## src/rtl/tomasulo_pkg.sv

```systemverilog
// rtl/tomasulo_pkg.sv - shared opcodes, reorder-buffer entry type and opcode decode helpers
package tomasulo_pkg;

   localparam int ROB_IDX_W   = 3;
   localparam int ROB_DATA_W  = 16;
   localparam int ROB_REG_W   = 4;
   localparam int ROB_FUNC_W  = 4;

   localparam logic [ROB_FUNC_W-1:0] FUNC_ADD = 4'b0000;
   localparam logic [ROB_FUNC_W-1:0] FUNC_SUB = 4'b0001;
   localparam logic [ROB_FUNC_W-1:0] FUNC_MUL = 4'b0010;
   localparam logic [ROB_FUNC_W-1:0] FUNC_DIV = 4'b0011;

   typedef struct packed {
      logic                  valid;
      logic                  ready;
      logic [ROB_FUNC_W-1:0] func;
      logic [ROB_REG_W-1:0]  rd;
      logic [ROB_DATA_W-1:0] data;
   } rob_entry_t;

   // Adder-class opcodes free an add reservation station on retirement.
   function automatic logic is_add_func(input logic [ROB_FUNC_W-1:0] f);
      return (f == FUNC_ADD) || (f == FUNC_SUB);
   endfunction

   // Multiplier-class opcodes free a mul reservation station on retirement.
   function automatic logic is_mul_func(input logic [ROB_FUNC_W-1:0] f);
      return (f == FUNC_MUL) || (f == FUNC_DIV);
   endfunction

endpackage

```

## src/rtl/rob_storage.sv

```systemverilog
// rtl/rob_storage.sv - reorder-buffer entry array with alloc, writeback and head-clear write ports
// Ports: clk1/rst_n/flush clear all valid bits; alloc_* writes a fresh entry;
//        wb_* completes a valid, not-yet-ready entry; clr_* retires an entry;
//        head_idx/head_entry is the combinational head read port.
module rob_storage
   import tomasulo_pkg::*;
#(
   parameter int DEPTH = 8,
   parameter int IDX_W = 3
) (
   input  logic                  clk1,
   input  logic                  rst_n,
   input  logic                  flush,
   input  logic                  alloc_en,
   input  logic [IDX_W-1:0]      alloc_idx,
   input  logic [ROB_FUNC_W-1:0] alloc_func,
   input  logic [ROB_REG_W-1:0]  alloc_rd,
   input  logic                  wb_en,
   input  logic [IDX_W-1:0]      wb_idx,
   input  logic [ROB_DATA_W-1:0] wb_data,
   input  logic                  clr_en,
   input  logic [IDX_W-1:0]      clr_idx,
   input  logic [IDX_W-1:0]      head_idx,
   output rob_entry_t            head_entry
);

   rob_entry_t mem_q [DEPTH];

   always_ff @(posedge clk1) begin
      if (!rst_n || flush) begin
         for (int i = 0; i < DEPTH; i++) begin
            mem_q[i].valid <= 1'b0;
            mem_q[i].ready <= 1'b0;
         end
      end else begin
         // First result wins: a ready entry ignores later broadcasts, and an
         // invalid (unallocated) entry ignores them too.
         if (wb_en && mem_q[wb_idx].valid && !mem_q[wb_idx].ready) begin
            mem_q[wb_idx].ready <= 1'b1;
            mem_q[wb_idx].data  <= wb_data;
         end
         if (alloc_en) begin
            mem_q[alloc_idx].valid <= 1'b1;
            mem_q[alloc_idx].ready <= 1'b0;
            mem_q[alloc_idx].func  <= alloc_func;
            mem_q[alloc_idx].rd    <= alloc_rd;
         end
         // Placed last so a bypassed commit overrides the same-edge writeback.
         if (clr_en) begin
            mem_q[clr_idx].valid <= 1'b0;
            mem_q[clr_idx].ready <= 1'b0;
         end
      end
   end

   assign head_entry = mem_q[head_idx];

endmodule

```

## src/rtl/rob_commit.sv

```systemverilog
// rtl/rob_commit.sv - reorder buffer with in-order commit; optional ROB_WB_BYPASS_EN head bypass
// Ports: alloc_* issue-side allocation (alloc_tag = tail index); wb_* CDB broadcast;
//        flush discards all entries; commit_* / free_* registered one-cycle retirement;
//        rob_count occupancy. Define ROB_WB_BYPASS_EN to commit the head on its own wb edge.
module rob_commit
   import tomasulo_pkg::*;
#(
   parameter int ROB_DEPTH = 8,
   parameter int DATA_W    = ROB_DATA_W,
   parameter int REG_W     = ROB_REG_W,
   parameter int FUNC_W    = ROB_FUNC_W,
   localparam int IDX_W    = $clog2(ROB_DEPTH)
) (
   input  logic              clk1,
   input  logic              rst_n,
   input  logic              alloc_valid,
   output logic              alloc_ready,
   input  logic [FUNC_W-1:0] alloc_func,
   input  logic [REG_W-1:0]  alloc_rd,
   output logic [IDX_W-1:0]  alloc_tag,
   input  logic              wb_valid,
   input  logic [IDX_W-1:0]  wb_tag,
   input  logic [DATA_W-1:0] wb_data,
   input  logic              flush,
   output logic              commit_valid,
   output logic [IDX_W-1:0]  commit_tag,
   output logic [REG_W-1:0]  commit_rd,
   output logic [DATA_W-1:0] commit_data,
   output logic [FUNC_W-1:0] commit_func,
   output logic              free_add,
   output logic              free_mul,
   output logic [IDX_W:0]    rob_count
);

   localparam logic [IDX_W:0] PTR_ONE = {{IDX_W{1'b0}}, 1'b1};

   logic [IDX_W:0]    head_q, head_d, tail_q, tail_d;
   logic              full, do_alloc, do_commit, bypass_hit;
   logic [DATA_W-1:0] commit_data_d;
   rob_entry_t        head_e;

   logic              commit_valid_q, free_add_q, free_mul_q;
   logic [IDX_W-1:0]  commit_tag_q;
   logic [REG_W-1:0]  commit_rd_q;
   logic [DATA_W-1:0] commit_data_q;
   logic [FUNC_W-1:0] commit_func_q;

   // Full when indices match but the wrap bits differ.
   assign full        = (head_q[IDX_W-1:0] == tail_q[IDX_W-1:0]) && (head_q[IDX_W] != tail_q[IDX_W]);
   assign alloc_ready = !full;
   assign alloc_tag   = tail_q[IDX_W-1:0];
   assign rob_count   = tail_q - head_q;
   assign do_alloc    = alloc_valid && alloc_ready;

`ifdef ROB_WB_BYPASS_EN
   assign bypass_hit = wb_valid && (wb_tag == head_q[IDX_W-1:0]) && head_e.valid && !head_e.ready;
`else
   assign bypass_hit = 1'b0;
`endif

   assign do_commit     = head_e.valid && (head_e.ready || bypass_hit);
   assign commit_data_d = bypass_hit ? wb_data : head_e.data;

   rob_storage #(
      .DEPTH (ROB_DEPTH),
      .IDX_W (IDX_W)
   ) u_storage (
      .clk1       (clk1),
      .rst_n      (rst_n),
      .flush      (flush),
      .alloc_en   (do_alloc),
      .alloc_idx  (tail_q[IDX_W-1:0]),
      .alloc_func (alloc_func),
      .alloc_rd   (alloc_rd),
      .wb_en      (wb_valid),
      .wb_idx     (wb_tag),
      .wb_data    (wb_data),
      .clr_en     (do_commit),
      .clr_idx    (head_q[IDX_W-1:0]),
      .head_idx   (head_q[IDX_W-1:0]),
      .head_entry (head_e)
   );

   always_comb begin
      head_d = head_q;
      tail_d = tail_q;
      if (do_commit) head_d = head_q + PTR_ONE;
      if (do_alloc)  tail_d = tail_q + PTR_ONE;
   end

   always_ff @(posedge clk1) begin
      if (!rst_n) begin
         head_q         <= '0;
         tail_q         <= '0;
         commit_valid_q <= 1'b0;
         free_add_q     <= 1'b0;
         free_mul_q     <= 1'b0;
         commit_tag_q   <= '0;
         commit_rd_q    <= '0;
         commit_data_q  <= '0;
         commit_func_q  <= '0;
      end else if (flush) begin
         // Retirement fields keep their last value; only the pulses drop.
         head_q         <= '0;
         tail_q         <= '0;
         commit_valid_q <= 1'b0;
         free_add_q     <= 1'b0;
         free_mul_q     <= 1'b0;
      end else begin
         head_q         <= head_d;
         tail_q         <= tail_d;
         commit_valid_q <= do_commit;
         free_add_q     <= do_commit && is_add_func(head_e.func);
         free_mul_q     <= do_commit && is_mul_func(head_e.func);
         if (do_commit) begin
            commit_tag_q  <= head_q[IDX_W-1:0];
            commit_rd_q   <= head_e.rd;
            commit_data_q <= commit_data_d;
            commit_func_q <= head_e.func;
         end
      end
   end

   assign commit_valid = commit_valid_q;
   assign commit_tag   = commit_tag_q;
   assign commit_rd    = commit_rd_q;
   assign commit_data  = commit_data_q;
   assign commit_func  = commit_func_q;
   assign free_add     = free_add_q;
   assign free_mul     = free_mul_q;

endmodule
```

## config.mk

```make
export PLATFORM = sky130hd
export DESIGN_NAME = rob_commit
export DESIGN_NICKNAME = d
export VERILOG_FILES = /design/src/rtl/tomasulo_pkg.sv /design/src/rtl/rob_storage.sv /design/src/rtl/rob_commit.sv
export SDC_FILE = /design/constraint.sdc
export NUM_CORES = 1
export LEC_CHECK = 0
export CORE_UTILIZATION = 45
export CTS_CLUSTER_SIZE = 12
export DETAILED_ROUTE_END_ITERATION = 10
export SLEW_MARGIN = 0
export SYNTH_ARGS = -nofsm -noshare
export SYNTH_HDL_FRONTEND = slang
export SYNTH_SLANG_ARGS = --single-unit
```

## constraint.sdc

```tcl
create_clock -name clk1 -period 3.9 [get_ports clk1]
set_clock_uncertainty 0.2 [all_clocks]
set_input_delay 0.78 -clock clk1 [delete_from_list [all_inputs] [get_ports clk1]]
set_output_delay 0.78 -clock clk1 [all_outputs]
set_load 0.02 [all_outputs]
```

==> impl_results.md <==
- Final Slew Violations: 0
- CP max FO: 9
- Warning count from the yosys run: 0
- Startpoint Class: flip-flop
- Max_slew headroom: a little under a third
- Setup_tns: 0 ns
- Core Footprint: approximately 0.021 mm²
- Worst skew pair latency: 0.51 ns
- Run status: finished, final reports clean
- Cell Pwr Density: ~450 mW/mm²
- Share of the synthesized area in the top cell type: ~58%
- Hold/Removal Path Class: reg -> reg
- Tcrit/Tclk final: just over 90%
- Fmax: about 270 MHz
- Post-synth ARST share: 0%
- Flops & latches, synth: 249
- Syn Inst Count: between 500 and 600
- Die H: between 150 and 200 µm
- CP Class: reg -> out
- Final nets: slightly above 700
- Antenna Cells: 0
- Initial drt markers: 320
- Post-CTS setup buffers: 0
- Initial antenna violation count: 0
- Leading area contributor after synthesis: edfxtp_1
- Sequential fraction of the synthesis area: a little over two thirds
- I/O Buffers: ~70
- Worst Path Required: a little under 3 ns
- Critical path cell sequence: inv_1 > ha_1 > a21o_1 > a21oi_1 > xnor2_1 > clkdlybuf4s50_1
- Unique masters post-synth: 53
- CP max-delay cell: clkdlybuf4s50_1
- Leak: approximately 0.0038 µW
- Dpl hpwl: 12.3 mm
- Std cell rows: between 50 and 60
- P&R area growth vs syn: 18.0%
- Avg WL per Cell: roughly 20 µm
- EDFF count, synth: 192
- Final Critical Period: around 3.6 ns
- Post-route cell area: between 0.01 and 0.015 mm²
- Post-detailed-route count of antenna-violating nets: 0
- Most used flip-flop cell after synthesis: edfxtp_1
- Vias per cell: about 5.5
- Placed cell area: roughly 0.011 mm²
- Final setup violation count: 0
- Max-cap violations: 0
- Initial Util: a little under half
- Synth area leaders: edfxtp_1 58%, dfxtp_1 12%, mux4_2 9.8%
- Syn Area/Cell: about 17 µm²
- Clock Path Buffers: 3
- Via count: ~5.3k
- CP arrival: around 2.7 ns
- RSZ-0062 raised after global routing: false
- Worst-Margin Slew: around 1 ns
- Total CTS buffers: 26
- Synth Cell Area: just under 0.01 mm²
- Die area: ~0.023 mm²
- Drc violations: 0
- CTS H-tree lvls: 1
- First-pass GRT wire length: a little over 30 mm
- Total wire length: 19.8 mm
- CTS tree: built
- Hold Fails Final Rpt: 0
- Number of global-route vias before repair: 5,467
- PostCTS Resize Cnt: 0
- RD Place Congestion: 0.824
- Largest net degree at the start of global routing: between 40 and 50
- Clk pin slew, worst setup/hold paths: approximately 0.060 ns
- VDD IR max: about 0.31 mV
- Root Buffer: clkbuf_16
- 1st-pass router iterations: 5
- Boundary Pins: 70
- Grt ovf: 0
- Tot GR Track Use: between 10% and 20%
- CTS sink cnt: roughly 250
- Ratio of cells with drive above 1 in the final layout: roughly a fifth
- Die Wd: between 150 and 200 µm
- Syn_nets: roughly 630
- Hold buffers post-CTS: 0
- Critical path capture point type: output port
- Largest stage delay, worst path: between 0.6 and 0.7 ns
layout by cell type, fill, tap and decap left out, drive strengths merged, types with 13 or more instances in the layout:
cell type      count
buf               21
inv               13
clkdlybuf4s50     68
nand3             25
dfxtp             57
o21ai             24
mux2              25
edfxtp           192
mux4              50
nor2              23
nand2             49
clkbuf            44
cell families after synthesis:
kind of cell	count (synthesis)	share of synthesized area, %
AO/OA/AOI/OAI	59	4.06
XOR/XNOR	7	0.621
adder cells (fa/ha/maj)	6	0.836
buffers and inverters	50	2.76
flip-flops	249	69.9
multiplexers	80	15.0
AND/OR/NAND/NOR	140	6.75
critical path: cells and delay by family, from the launching register on:
family | cells | cell delay (ns)
AOI/OAI and AO/OA | 2 | 0.35
xor gates and xnor gates | 1 | 0.15
adders and majority gates | 1 | 0.32
buffers and inverters | 2 | 0.81
DFF | 1 | 0.53
Yosys cell counts, types with 3 or more instances:
master and number:
buf_2 10, nor2b_1 3, inv_1 13, o21ai_0 21
buf_4 6, nand2b_1 3, nand3_1 25, xnor2_1 5
edfxtp_1 192, a32oi_1 3, buf_1 3, and3_1 12
clkbuf_1 12, nand2_1 49, o21ai_1 3, a21oi_1 12
mux2_2 24, ha_1 5, mux4_2 43, mux2i_1 5
nor2_1 23, nor3_1 11, dfxtp_1 57, nand4_1 4
o211a_1 4, mux4_1 7
where the power goes:
part | total (µW) | leakage [µW] | internal [µW] | switching (µW)
Sequential | 2860 | 0.00219 | 2860 | 3.34
Clock | 2280 | 0.000385 | 1350 | 929
Combinational | 109 | 0.00122 | 43.7 | 65.6
sequential cells by signal, indices dropped and copies added (netlist names), named ones only:
register / cells
free_mul: 1
free_add: 1
commit_rd: 4
commit_data: 16
u_storage.mem_q: 208
head_q: 4
commit_func: 4
commit_tag: 3
commit_valid: 1
tail_q: 4
final timing paths:
kind | to | slack (ns) | from | cells past startpoint
setup / recovery | rob_count[3] | 0.25 | head_q[1]$_SDFFE_PP0N_ | 6
hold / removal | commit_data[1]$_SDFFE_PN0P_ | 0.25 | commit_data[1]$_SDFFE_PN0P_ | 2
setup reg to reg | u_storage.mem_q[3][25]$_SDFFE_PP0P_ | 1.17 | flip-flop | 4
hold reg to reg | commit_data[1]$_SDFFE_PN0P_ | 0.25 | commit_data[1]$_SDFFE_PN0P_ | 2
per-stage QoR:
stage / power, µW / hold WS (ns) / cells / worst slack, ns / utilization, %
global route: 5400 / 0.275 / 966 / 0.112 / 54.7
floorplan: 2960 / 0.257 / 591 / 0.599 / -
CTS: 5300 / 0.260 / 966 / 0.227 / 54.7
global placement: 3020 / 0.240 / 918 / 0.564 / 51.0
finish: 5250 / 0.254 / 966 / 0.250 / 54.7
detailed placement: 3030 / 0.250 / 918 / 0.429 / 51.0
layout make-up:
class / instances / area (µm²)
fillers: 1677 / 9630
flip-flops and latches: 249 / 6910
multi-input cells: 292 / 2710
repair buffers: 89 / 848
clock buffers: 44 / 779
well taps: 275 / 344
inverters: 13 / 48.8
clock inverters: 4 / 16.3
metal layers:
layer,routed length (µm),vias to the layer above,global-route usage (%)
met1,9200,2695,26.0
met4,347,0,5.30
met3,697,30,2.58
li1,-,2463,-
met5,0,-,0
met2,9520,114,30.0
(Power assumes the default switching activity.)
